<file path="config.mk">
export PLATFORM = sky130hd
export DESIGN_NAME = calc_n
export DESIGN_NICKNAME = d
export VERILOG_FILES = /design/src/rtl/calc_n.sv
export SDC_FILE = /design/constraint.sdc
export NUM_CORES = 1
export LEC_CHECK = 0
export ABC_AREA = 1
export BUFFER_PORTS_ARGS = -buffer_cell sky130_fd_sc_hd__buf_2
export CAP_MARGIN = 20
export CORE_ASPECT_RATIO = 1.4
export CORE_MARGIN = 2
export CORE_UTILIZATION = 50
export DETAILED_ROUTE_END_ITERATION = 16
export GPL_TIMING_DRIVEN = 0
export PLACE_DENSITY_LB_ADDON = 0.3
export SYNTH_ARGS = -nofsm -noshare
export SYNTH_HDL_FRONTEND = slang
export SYNTH_SLANG_ARGS = --single-unit
</file>
<file path="constraint.sdc">
create_clock -name clock -period 15.3 [get_ports clock]
set_input_delay 0.765 -clock clock [delete_from_list [all_inputs] [get_ports clock]]
set_output_delay 0.765 -clock clock [all_outputs]
set_load 0.03 [all_outputs]
</file>
<file path="src/rtl/calc_n.sv">
// calc_n: NDIG-digit decimal calculator (+,-,*,/) with serial BCD scan-out of every result.
// Define CALC_DIV_EN to build the restoring divider; without it cmd 13 drives the block to ERR.
module calc_n #(
  parameter int NDIG = 8,
  parameter int DW   = 27
) (
  input  logic                    clock,
  input  logic                    reset,
  input  logic [3:0]              cmd,
  input  logic                    cmd_valid,
  output logic [1:0]              status,
  output logic [3:0]              data,
  output logic [$clog2(NDIG)-1:0] pos,
  output logic                    disp_valid
);
  localparam int PW = $clog2(NDIG);
  localparam int CW = $clog2(DW);

  localparam logic [3:0] OP_ADD = 4'd10;
  localparam logic [3:0] OP_SUB = 4'd11;
  localparam logic [3:0] OP_MUL = 4'd12;
  localparam logic [3:0] OP_DIV = 4'd13;
  localparam logic [3:0] C_EQ   = 4'd14;
  localparam logic [3:0] C_BS   = 4'd15;

  localparam logic [1:0] ST_ERR   = 2'b00;
  localparam logic [1:0] ST_BUSY  = 2'b01;
  localparam logic [1:0] ST_READY = 2'b10;

  function automatic logic [DW-1:0] pow10(input int n);
    logic [DW-1:0] v;
    v = DW'(1);
    for (int i = 0; i < n; i++) v = v * DW'(10);
    return v;
  endfunction

  localparam logic [DW-1:0] MAXV = pow10(NDIG) - DW'(1);
  localparam logic [DW-1:0] LIMV = pow10(NDIG - 1);

  typedef enum logic [2:0] {ENTRY_A, ENTRY_B, EXEC, SCAN, ERR} state_t;

  state_t          state_q, ret_q;
  logic [1:0]      status_q;
  logic [3:0]      data_q;
  logic [PW-1:0]   pos_q;
  logic            dv_q;
  logic [DW-1:0]   rega_q, regb_q, entry_q, scan_q;
  logic [3:0]      op_q;
  logic [CW-1:0]   iter_q;
  logic [2*DW-1:0] prod_q;
  logic            fresh_q;

  logic            accept;
  logic            op_bad;
  logic [DW-1:0]   digit_d, bksp_d, res_d;
  logic [DW:0]     add_d, mul_hi;
  logic [2*DW-1:0] mul_d, div_d;
  logic            res_err_d, done_d, last_iter;
  logic [3:0]      scan_dig;

  assign accept    = cmd_valid && (status_q == ST_READY);
  assign last_iter = (iter_q == CW'(DW - 1));
  assign scan_dig  = 4'(scan_q % DW'(10));

  // A result sitting in the entry register is replaced, not extended, by the next digit.
  assign digit_d = fresh_q            ? DW'(cmd) :
                   (entry_q >= LIMV)  ? entry_q  :
                   entry_q * DW'(10) + DW'(cmd);
  assign bksp_d  = entry_q / DW'(10);
  assign add_d   = {1'b0, rega_q} + {1'b0, regb_q};

  // Shift-add multiplier: upper half accumulates, multiplier bits retire from the bottom.
  assign mul_hi = {1'b0, prod_q[2*DW-1:DW]} + (prod_q[0] ? {1'b0, rega_q} : '0);
  assign mul_d  = {mul_hi, prod_q[DW-1:1]};

`ifdef CALC_DIV_EN
  assign op_bad = 1'b0;
  logic [DW:0]   div_r;
  logic [DW+1:0] div_s;
  assign div_r = {prod_q[2*DW-1:DW], prod_q[DW-1]};
  assign div_s = {1'b0, div_r} - {2'b00, regb_q};
  assign div_d = div_s[DW+1] ? {div_r[DW-1:0], prod_q[DW-2:0], 1'b0}
                             : {div_s[DW-1:0], prod_q[DW-2:0], 1'b1};
`else
  assign op_bad = (cmd == OP_DIV);
  assign div_d  = '0;
`endif

  always_comb begin
    res_d     = '0;
    res_err_d = 1'b0;
    done_d    = 1'b0;
    case (op_q)
      OP_ADD: begin
        res_d     = add_d[DW-1:0];
        res_err_d = add_d > {1'b0, MAXV};
        done_d    = 1'b1;
      end
      OP_SUB: begin
        res_d     = rega_q - regb_q;
        res_err_d = rega_q < regb_q;
        done_d    = 1'b1;
      end
      OP_MUL: begin
        res_d     = mul_d[DW-1:0];
        res_err_d = (mul_d[2*DW-1:DW] != '0) || (mul_d[DW-1:0] > MAXV);
        done_d    = last_iter;
      end
      default: begin
        res_d     = div_d[DW-1:0];
        res_err_d = (regb_q == '0);
        done_d    = last_iter;
      end
    endcase
  end

  always_ff @(posedge clock or posedge reset) begin
    if (reset) begin
      state_q  <= ENTRY_A;
      ret_q    <= ENTRY_A;
      status_q <= ST_READY;
      data_q   <= '0;
      pos_q    <= '0;
      dv_q     <= 1'b0;
      rega_q   <= '0;
      regb_q   <= '0;
      entry_q  <= '0;
      scan_q   <= '0;
      op_q     <= '0;
      iter_q   <= '0;
      prod_q   <= '0;
      fresh_q  <= 1'b0;
    end else begin
      case (state_q)
        ENTRY_A, ENTRY_B: begin
          if (accept) begin
            status_q <= ST_BUSY;
            state_q  <= SCAN;
            ret_q    <= state_q;
            if (cmd <= 4'd9) begin
              entry_q <= digit_d;
              scan_q  <= digit_d;
              fresh_q <= 1'b0;
            end else if (cmd == C_BS) begin
              entry_q <= bksp_d;
              scan_q  <= bksp_d;
              fresh_q <= 1'b0;
            end else if (cmd == C_EQ) begin
              if (state_q == ENTRY_A) begin
                scan_q <= entry_q;
              end else begin
                regb_q  <= entry_q;
                iter_q  <= '0;
                state_q <= EXEC;
                prod_q  <= (op_q == OP_MUL) ? {{DW{1'b0}}, entry_q} : {{DW{1'b0}}, rega_q};
              end
            end else if (state_q == ENTRY_B || op_bad) begin
              state_q <= ERR;
            end else begin
              rega_q  <= entry_q;
              op_q    <= cmd;
              entry_q <= '0;
              scan_q  <= '0;
              fresh_q <= 1'b0;
              ret_q   <= ENTRY_B;
            end
          end
        end
        EXEC: begin
          iter_q <= iter_q + CW'(1);
          prod_q <= (op_q == OP_MUL) ? mul_d : div_d;
          if (done_d) begin
            if (res_err_d) begin
              state_q <= ERR;
            end else begin
              entry_q <= res_d;
              scan_q  <= res_d;
              fresh_q <= 1'b1;
              ret_q   <= ENTRY_A;
              state_q <= SCAN;
            end
          end
        end
        SCAN: begin
          if (dv_q && pos_q == PW'(NDIG - 1)) begin
            dv_q     <= 1'b0;
            status_q <= ST_READY;
            state_q  <= ret_q;
          end else begin
            data_q <= scan_dig;
            pos_q  <= dv_q ? pos_q + PW'(1) : '0;
            dv_q   <= 1'b1;
            scan_q <= scan_q / DW'(10);
          end
        end
        default: begin
          status_q <= ST_ERR;
          dv_q     <= 1'b0;
          data_q   <= 4'hF;
        end
      endcase
    end
  end

  assign status     = status_q;
  assign data       = data_q;
  assign pos        = pos_q;
  assign disp_valid = dv_q;

endmodule

</file>
==> out/results.txt, run 1 <==
Slew headroom: 38.73%
Comb pwr share: 2.0%
register share of total power: 48.7%
antenna violations before repair: 0
GRT Total Usage: 31.67%
Ys Warns: 0
clock latency on the worst-skew pair: 0.48 ns
drt initial violations: 1423
worst path bufs/invs: 13
Slowest cell on crit path: dfrtp_1
iteration count of the initial detailed-routing pass: 6
Syn Area/Cell: 6.722 sq um
worst r2r path cells: 102
Synth Flop Type: dfrtp_1
worst r2r dst: scan_q[0]
clock share of power: 49.3%
n_diodes: 0
final total negative setup slack: 0 ns
mapped cell area: 19020 sq um
total power: 0.001019 W
critical path required time: 15.67 ns
Die Height: 234.8 um
RSZ-0062 raised after global routing: no
sequential cell area fraction in the yosys report: 24.74%
clock sink count: 188
Arr. time, crit path: 10.19 ns
hold_ws: 0.3582 ns
status: finished clean
Nets: 3013
Worst-path clk slew: 0.08 ns
Starting Density: 50.70%
floorplan row count: 84
CTS HTree Levels: 4
number of gates resized after CTS: 0
Commonest cells post-synth: nand2_1 (663), inv_1 (301), nand3_1 (259)
CP Capture Type: flip-flop
Clock Skews: 0.01414 ns
Startpoint Class: flip-flop
Max FO, Critical Path: 9
largest net degree at the start of global routing: 97
crit path kind: flip-flop to flip-flop
reg2reg setup slack: 5.47 ns
drt via density: 5.903
GPL Wtd Cong: 0.9915
ys async rst share: 100.0%
Top cell by count, worst path: nand2_2
CTS tree: yes
CTS Hold Bufs: 0
Post-synth EDFFs: 0
die width: 168.8 um
fin. max-slew vios: 0
Worst Tran Pin Value: 0.9157 ns
P_sw: 0.0002558 W
cts bufs inserted: 17
vias in the first global route: 19522
max_cap viols: 0
postcts setup bufs: 0
CP delay by family, top: simple AND/OR/NAND/NOR gates
reg2reg start: entry_q[23]
Post-Syn Nets: 2976
max frequency: 101.8 MHz
Area growth syn-to-layout: 7.051%
peak supply drop: 0.00007996 V
# setup viols final: 0
final hold vios: 0
post-route ant nets: 0
die area: 39640 sq um
share of the clock period used by the worst path: 64.22%
I/O pin total: 17
maximum clock path buffer count: 2
Cell variety after synth: 65
core box area: 37520 sq um
Yosys top cell by area: dfrtp_1
cells after synthesis: 2830
Clock Root Buffer: clkbuf_16
global-route wire length before repair: 99110 um
final wirelength: 63610 um
Remaining DRCs: 0
DP Wirelength: 50410 um
Yosys reg bits: 188
gr ovfl total: 0
Min Clock Period, post-route: 9.826 ns
Sw Share: 25.09%
top cell type's share of synthesized area: 24.60%
ranking of synthesized cells by area: dfrtp_1 (25%), nand2_1 (13%), ha_1 (8.8%)
Pint: 0.0007637 W
top-count cell post-synth: nand2_1
routed len/inst: 18.97 um
crit-path max cell delay: 0.37 ns
port bufs: 16
Pwr per Cell Area: 50.06 nW/um^2
worst hold path class: input port to async pin
layout cell share with drive strength beyond 1: 12.99%
DR vias: 19792
LEAKAGE: 10.83 nW
## placed cells by master, fill, tap and decap left out, drive strengths merged, types with 3 or more instances in the layout
master / instances
o21bai: 12
a32oi: 11
a21o: 7
clkbuf: 86
nand3: 296
o221ai: 16
ha: 134
fa: 5
o2111ai: 3
nor2: 154
inv: 369
o311ai: 3
o22ai: 4
a31oi: 20
o31ai: 6
or2: 10
dfrtp: 187
and2: 3
a41oi: 7
xnor2: 21
nor3: 15
bufinv: 3
a21oi: 174
nand4: 34
nand3b: 4
buf: 31
o21ai: 231
nand2: 843
a32o: 14
xor2: 60
clkinv: 29
o211ai: 60
nor4: 9
## worst max path at each step
stage	from	cells after the start	endpoint	slack, ns
floorplan	scan_q[24]	103	data[1]	7.08
global placement	entry_q[23]	104	scan_q[0]	6.09
detailed placement	entry_q[23]	104	scan_q[0]	5.68
CTS	entry_q[23]	102	scan_q[0]	5.63
global route	entry_q[23]	104	scan_q[0]	4.47
finish	entry_q[23]	102	scan_q[0]	5.47
## registers in the layout (all words and copies together) (netlist names)
name	flops
data	4
disp_valid	1
entry_q	27
fresh_q	1
iter_q	5
op_q	4
pos	3
prod_q	54
rega_q	27
regb_q	27
ret_q	3
scan_q	27
state_q	3
status	2
## cell type report
cell class / count / area [sq um]
fill: 3659 / 17160
multi-input combinational: 2171 / 12480
sequential: 188 / 4706
inverter: 388 / 1476
tap: 473 / 591.8
clock buffer: 17 / 425.4
buffer: 83 / 367.9
clock inverter: 15 / 201.4
timing repair buffer: 18 / 115.1
## routing by layer
| layer | share of wire, % | vias up | track usage, % |
|---|---|---|---|
| met5 | 0 | - | 0 |
| met4 | 6.5 | 0 | 19.38 |
| met3 | 5.2 | 222 | 4.346 |
| met2 | 51 | 719 | 57.82 |
| met1 | 37 | 9340 | 34.24 |
| li1 | - | 9511 | - |
## stage by stage
step / instances / cell area [sq um] / setup slack (ns) / utilization [%]
after global routing: 3353 / 20360 / 4.466 / 54.27
after detailed placement: 3321 / 19740 / 5.683 / 52.60
final: 3353 / 20360 / 5.474 / 54.27
after CTS: 3353 / 20360 / 5.626 / 54.27
after floorplan: 2830 / 19020 / 7.083 / -
after global placement: 3319 / 19690 / 6.090 / 52.49
## power groups by stage
stage,Sequential (W),Combinational (W),Clock (W)
6_report,0.000496,0.0000206,0.000503
3_3_place_gp,0.000507,0.0000195,0
3_5_place_dp,0.000506,0.0000210,0
2_1_floorplan,0.000506,0.0000125,0
4_1_cts,0.000496,0.0000210,0.000503
5_1_grt,0.000496,0.0000233,0.000521
## logic make-up (layout without fill, tap and decap cells)
family                   Yosys count  in the layout  share of synthesized area, %
flip-flops                       188            188                         24.74
AND/OR/NAND/NOR                 1373           1373                         34.32
adder cells (fa/ha/maj)          139            139                         9.340
buffers and inverters            471            521                         9.656
XOR/XNOR                          81             81                         3.730
AO/OA/AOI/OAI                    578            578                         18.21
No activity file was read; power rests on OpenSTA's default activity.
==> run 2: changes to the inputs <==
- ABC_AREA: 1 -> 0
- clock period: 15.3 -> 9.3 ns (I/O delays scaled with it)
==> run 2 against run 1 <==
Against the previous run: the run now ends with negative hold slack left; sequential share of layout area fell by 3.6 points; critical path depth fell by 62; setup slack got worse by 5.4 ns.
==> out/results.txt, run 2 <==
setup slack after layout: 0.05588 ns (-5.418 ns)
gr ovfl total: 0 (unchanged)
antenna violations before repair: 1 (+1)
Cell variety after synth: 113 (+74%)
top cell type's share of synthesized area: 21.70% (-2.9 points)
clock sink count: 188 (unchanged)
port bufs: 15 (-1)
I/O pin total: 17 (unchanged)
routed len/inst: 22.98 um (+21%)
fin. max-slew vios: 0 (unchanged)
global-route wire length before repair: 125000 um (+26%)
maximum clock path buffer count: 2 (unchanged)
largest net degree at the start of global routing: 124 (+28%)
Largest register FFs: 54 (unchanged)
Top reg by flops: prod_q
Worst-path clk slew: 0.08 ns (about the same)
die area: 44830 sq um (+13%)
Slew headroom: 32.79% (-5.9 points)
sequential cell area fraction in the yosys report: 21.82% (-2.9 points)
worst hold path class: input port to async pin
Startpoint Class: flip-flop
Area growth syn-to-layout: 11.87%
clock latency on the worst-skew pair: 0.48 ns (about the same)
final wirelength: 82110 um (+29%)
drt initial violations: 2217 (+56%)
die width: 179.5 um (+6.3%)
final hold vios: 1 (+1)
Place WS: -0.9718 ns (-6.655 ns)
Nets: 3154 (+4.7%)
drt via density: 6.652 (+13%)
crit path kind: flip-flop to flip-flop
layout cell share with drive strength beyond 1: 11.79% (-1.2 points)
Yosys top cell by area: dfrtp_1
max frequency: 108.2 MHz (+6.3%)
Min Clock Period, post-route: 9.244 ns (-0.5818 ns)
status: finished, violations left
vias in the first global route: 22888 (+17%)
Clock Skews: 0.01722 ns (+0.003081 ns)
Commonest cells post-synth: nand2_1 (310), a21oi_1 (289), nor2_1 (235)
Yosys reg bits: 188 (unchanged)
Post-synth EDFFs: 0 (unchanged)
Syn Area/Cell: 7.370 sq um (+9.6%)
Starting Density: 50.39% (-0.31 points)
cts bufs inserted: 17 (unchanged)
ranking of synthesized cells by area: dfrtp_1 (22%), ha_1 (7.8%), a21oi_1 (6.7%)
CTS tree: yes
worst path bufs/invs: 8 (-5)
DP Wirelength: 62290 um (+24%)
mapped cell area: 21560 sq um (+13%)
top-count cell post-synth: nand2_1
core box area: 42790 sq um (+14%)
# setup viols final: 0 (unchanged)
Worst Tran Pin Value: 1.004 ns (+0.08877 ns)
CP delay by family, top: compound AO/OA/AOI/OAI gates
Max FO, Critical Path: 10 (+1)
DR vias: 23766 (+20%)
Die Height: 249.7 um (+6.4%)
GRT Total Usage: 34.91% (+3.2 points)
Remaining DRCs: 0 (unchanged)
reg2reg setup slack: 0.06 ns (-5.42 ns)
most common cell after layout, fill and taps aside: nand2_1
Ys Warns: 0 (unchanged)
crit-path max cell delay: 0.56 ns (+0.19 ns)
failing checks: negative hold slack
cells after synthesis: 2926 (+3.4%)
iteration count of the initial detailed-routing pass: 6 (unchanged)
Fill cells: 4062 (+11%)
CTS HTree Levels: 4 (unchanged)
hold_ws: -0.003600 ns (-0.3618 ns)
post-route ant nets: 0 (unchanged)
ys async rst share: 100.0% (unchanged)
CP Capture Type: flip-flop
commonest non-fill, non-tap cells in the layout: nand2_1 (305), a21oi_1 (278), nor2_1 (229), o21ai_0 (217), dfrtp_1 (186)
Top cell by count, worst path: buf_4
max_cap viols: 0 (unchanged)
floorplan row count: 90 (+7.1%)
Slowest cell on crit path: or4_4
Synth Flop Type: dfrtp_1
CTS Hold Bufs: 0 (unchanged)
Arr. time, crit path: 9.57 ns (-0.62 ns)
Clock Root Buffer: clkbuf_16
Post-Syn Nets: 3072 (+3.2%)
critical path required time: 9.62 ns (-6.05 ns)
GPL Wtd Cong: 1.004 (+1.3%)
share of the clock period used by the worst path: 99.40% (+35 points)
-- run 2: cell count changes in the layout (fill, tap and decap cells not counted), sizes merged, moves of 39 or more --
cell	delta
nand2	-532
nand3	-237
inv	-197
a21oi	+117
buf	+102
nor2	+83
clkbuf	+82
xnor2	+81
nor3	+62
and2	+50
a22oi	+47
mux2	+39
-- run 2: stage by stage --
stage / TNS (ns) / cells / hold slack (ns) / area (sq um) / utilization, %
4_1_cts: 0 / 3526 / 0.04367 / 23150 / 54.09
3_3_place_gp: -2.439 / 3493 / 0.4704 / 22330 / 52.18
6_report: 0 / 3573 / -0.003600 / 24120 / 56.37
5_1_grt: -0.9901 / 3572 / 0.05956 / 24120 / 56.37
2_1_floorplan: 0 / 2926 / 0.4544 / 21560 / -
3_5_place_dp: -3.919 / 3494 / 0.4797 / 22360 / 52.26
-- run 2: cell families after synthesis --
logic type               after synthesis  share of synthesized area [%]
AO/OA/AOI/OAI                       1044                          32.32
AND/OR/NAND/NOR                      965                          21.61
buffers and inverters                399                          7.601
flip-flops                           188                          21.82
adder cells (fa/ha/maj)              146                          8.565
XOR/XNOR                             128                          5.199
multiplexers                          56                          2.884
-- run 2: layer usage --
layer | GRT usage [%] | wire length [um]
met5 | 0 | 0
met4 | 25.51 | 6741
met3 | 6.873 | 5692
met2 | 61.01 | 40150
met1 | 37.34 | 29530
-- run 2: final timing paths --
path | from | to | cells past startpoint
hold reg to reg | ret_q[0] | ret_q[0] | 1
min in group clock | cmd_valid | status[1] | 4
max in group asynchronous | reset | rega_q[6] | 3
setup / recovery | scan_q[26] | data[1] | 40
hold / removal | reset | pos[2] | 2
setup reg to reg | scan_q[26] | data[1] | 40
-- run 2: timing repair --
action / in CTS / in global routing
endpoints found under the hold margin: 0 / 0
resized for setup: 40 / 148
endpoints found under the setup margin: 8 / 9
pin swaps: 4 / 53
setup buffers: 4 / 43
gates cloned: 0 / 3
-- run 2: cell type report --
type | instances | area (sq um) | area share (%)
multi-input combinational | 2340 | 15990 | 66.28
sequential | 188 | 4707 | 19.51
buffer | 217 | 992.2 | 4.113
tap | 552 | 690.7 | 2.863
inverter | 178 | 681.9 | 2.827
timing repair buffer | 66 | 484.2 | 2.007
clock buffer | 19 | 442.9 | 1.836
clock inverter | 12 | 131.4 | 0.5446
antenna | 1 | 2.502 | 0.01037
Power of run 2 is not shown: default switching activity piles up to over one toggle a cycle in this logic, so the estimate is an artifact.
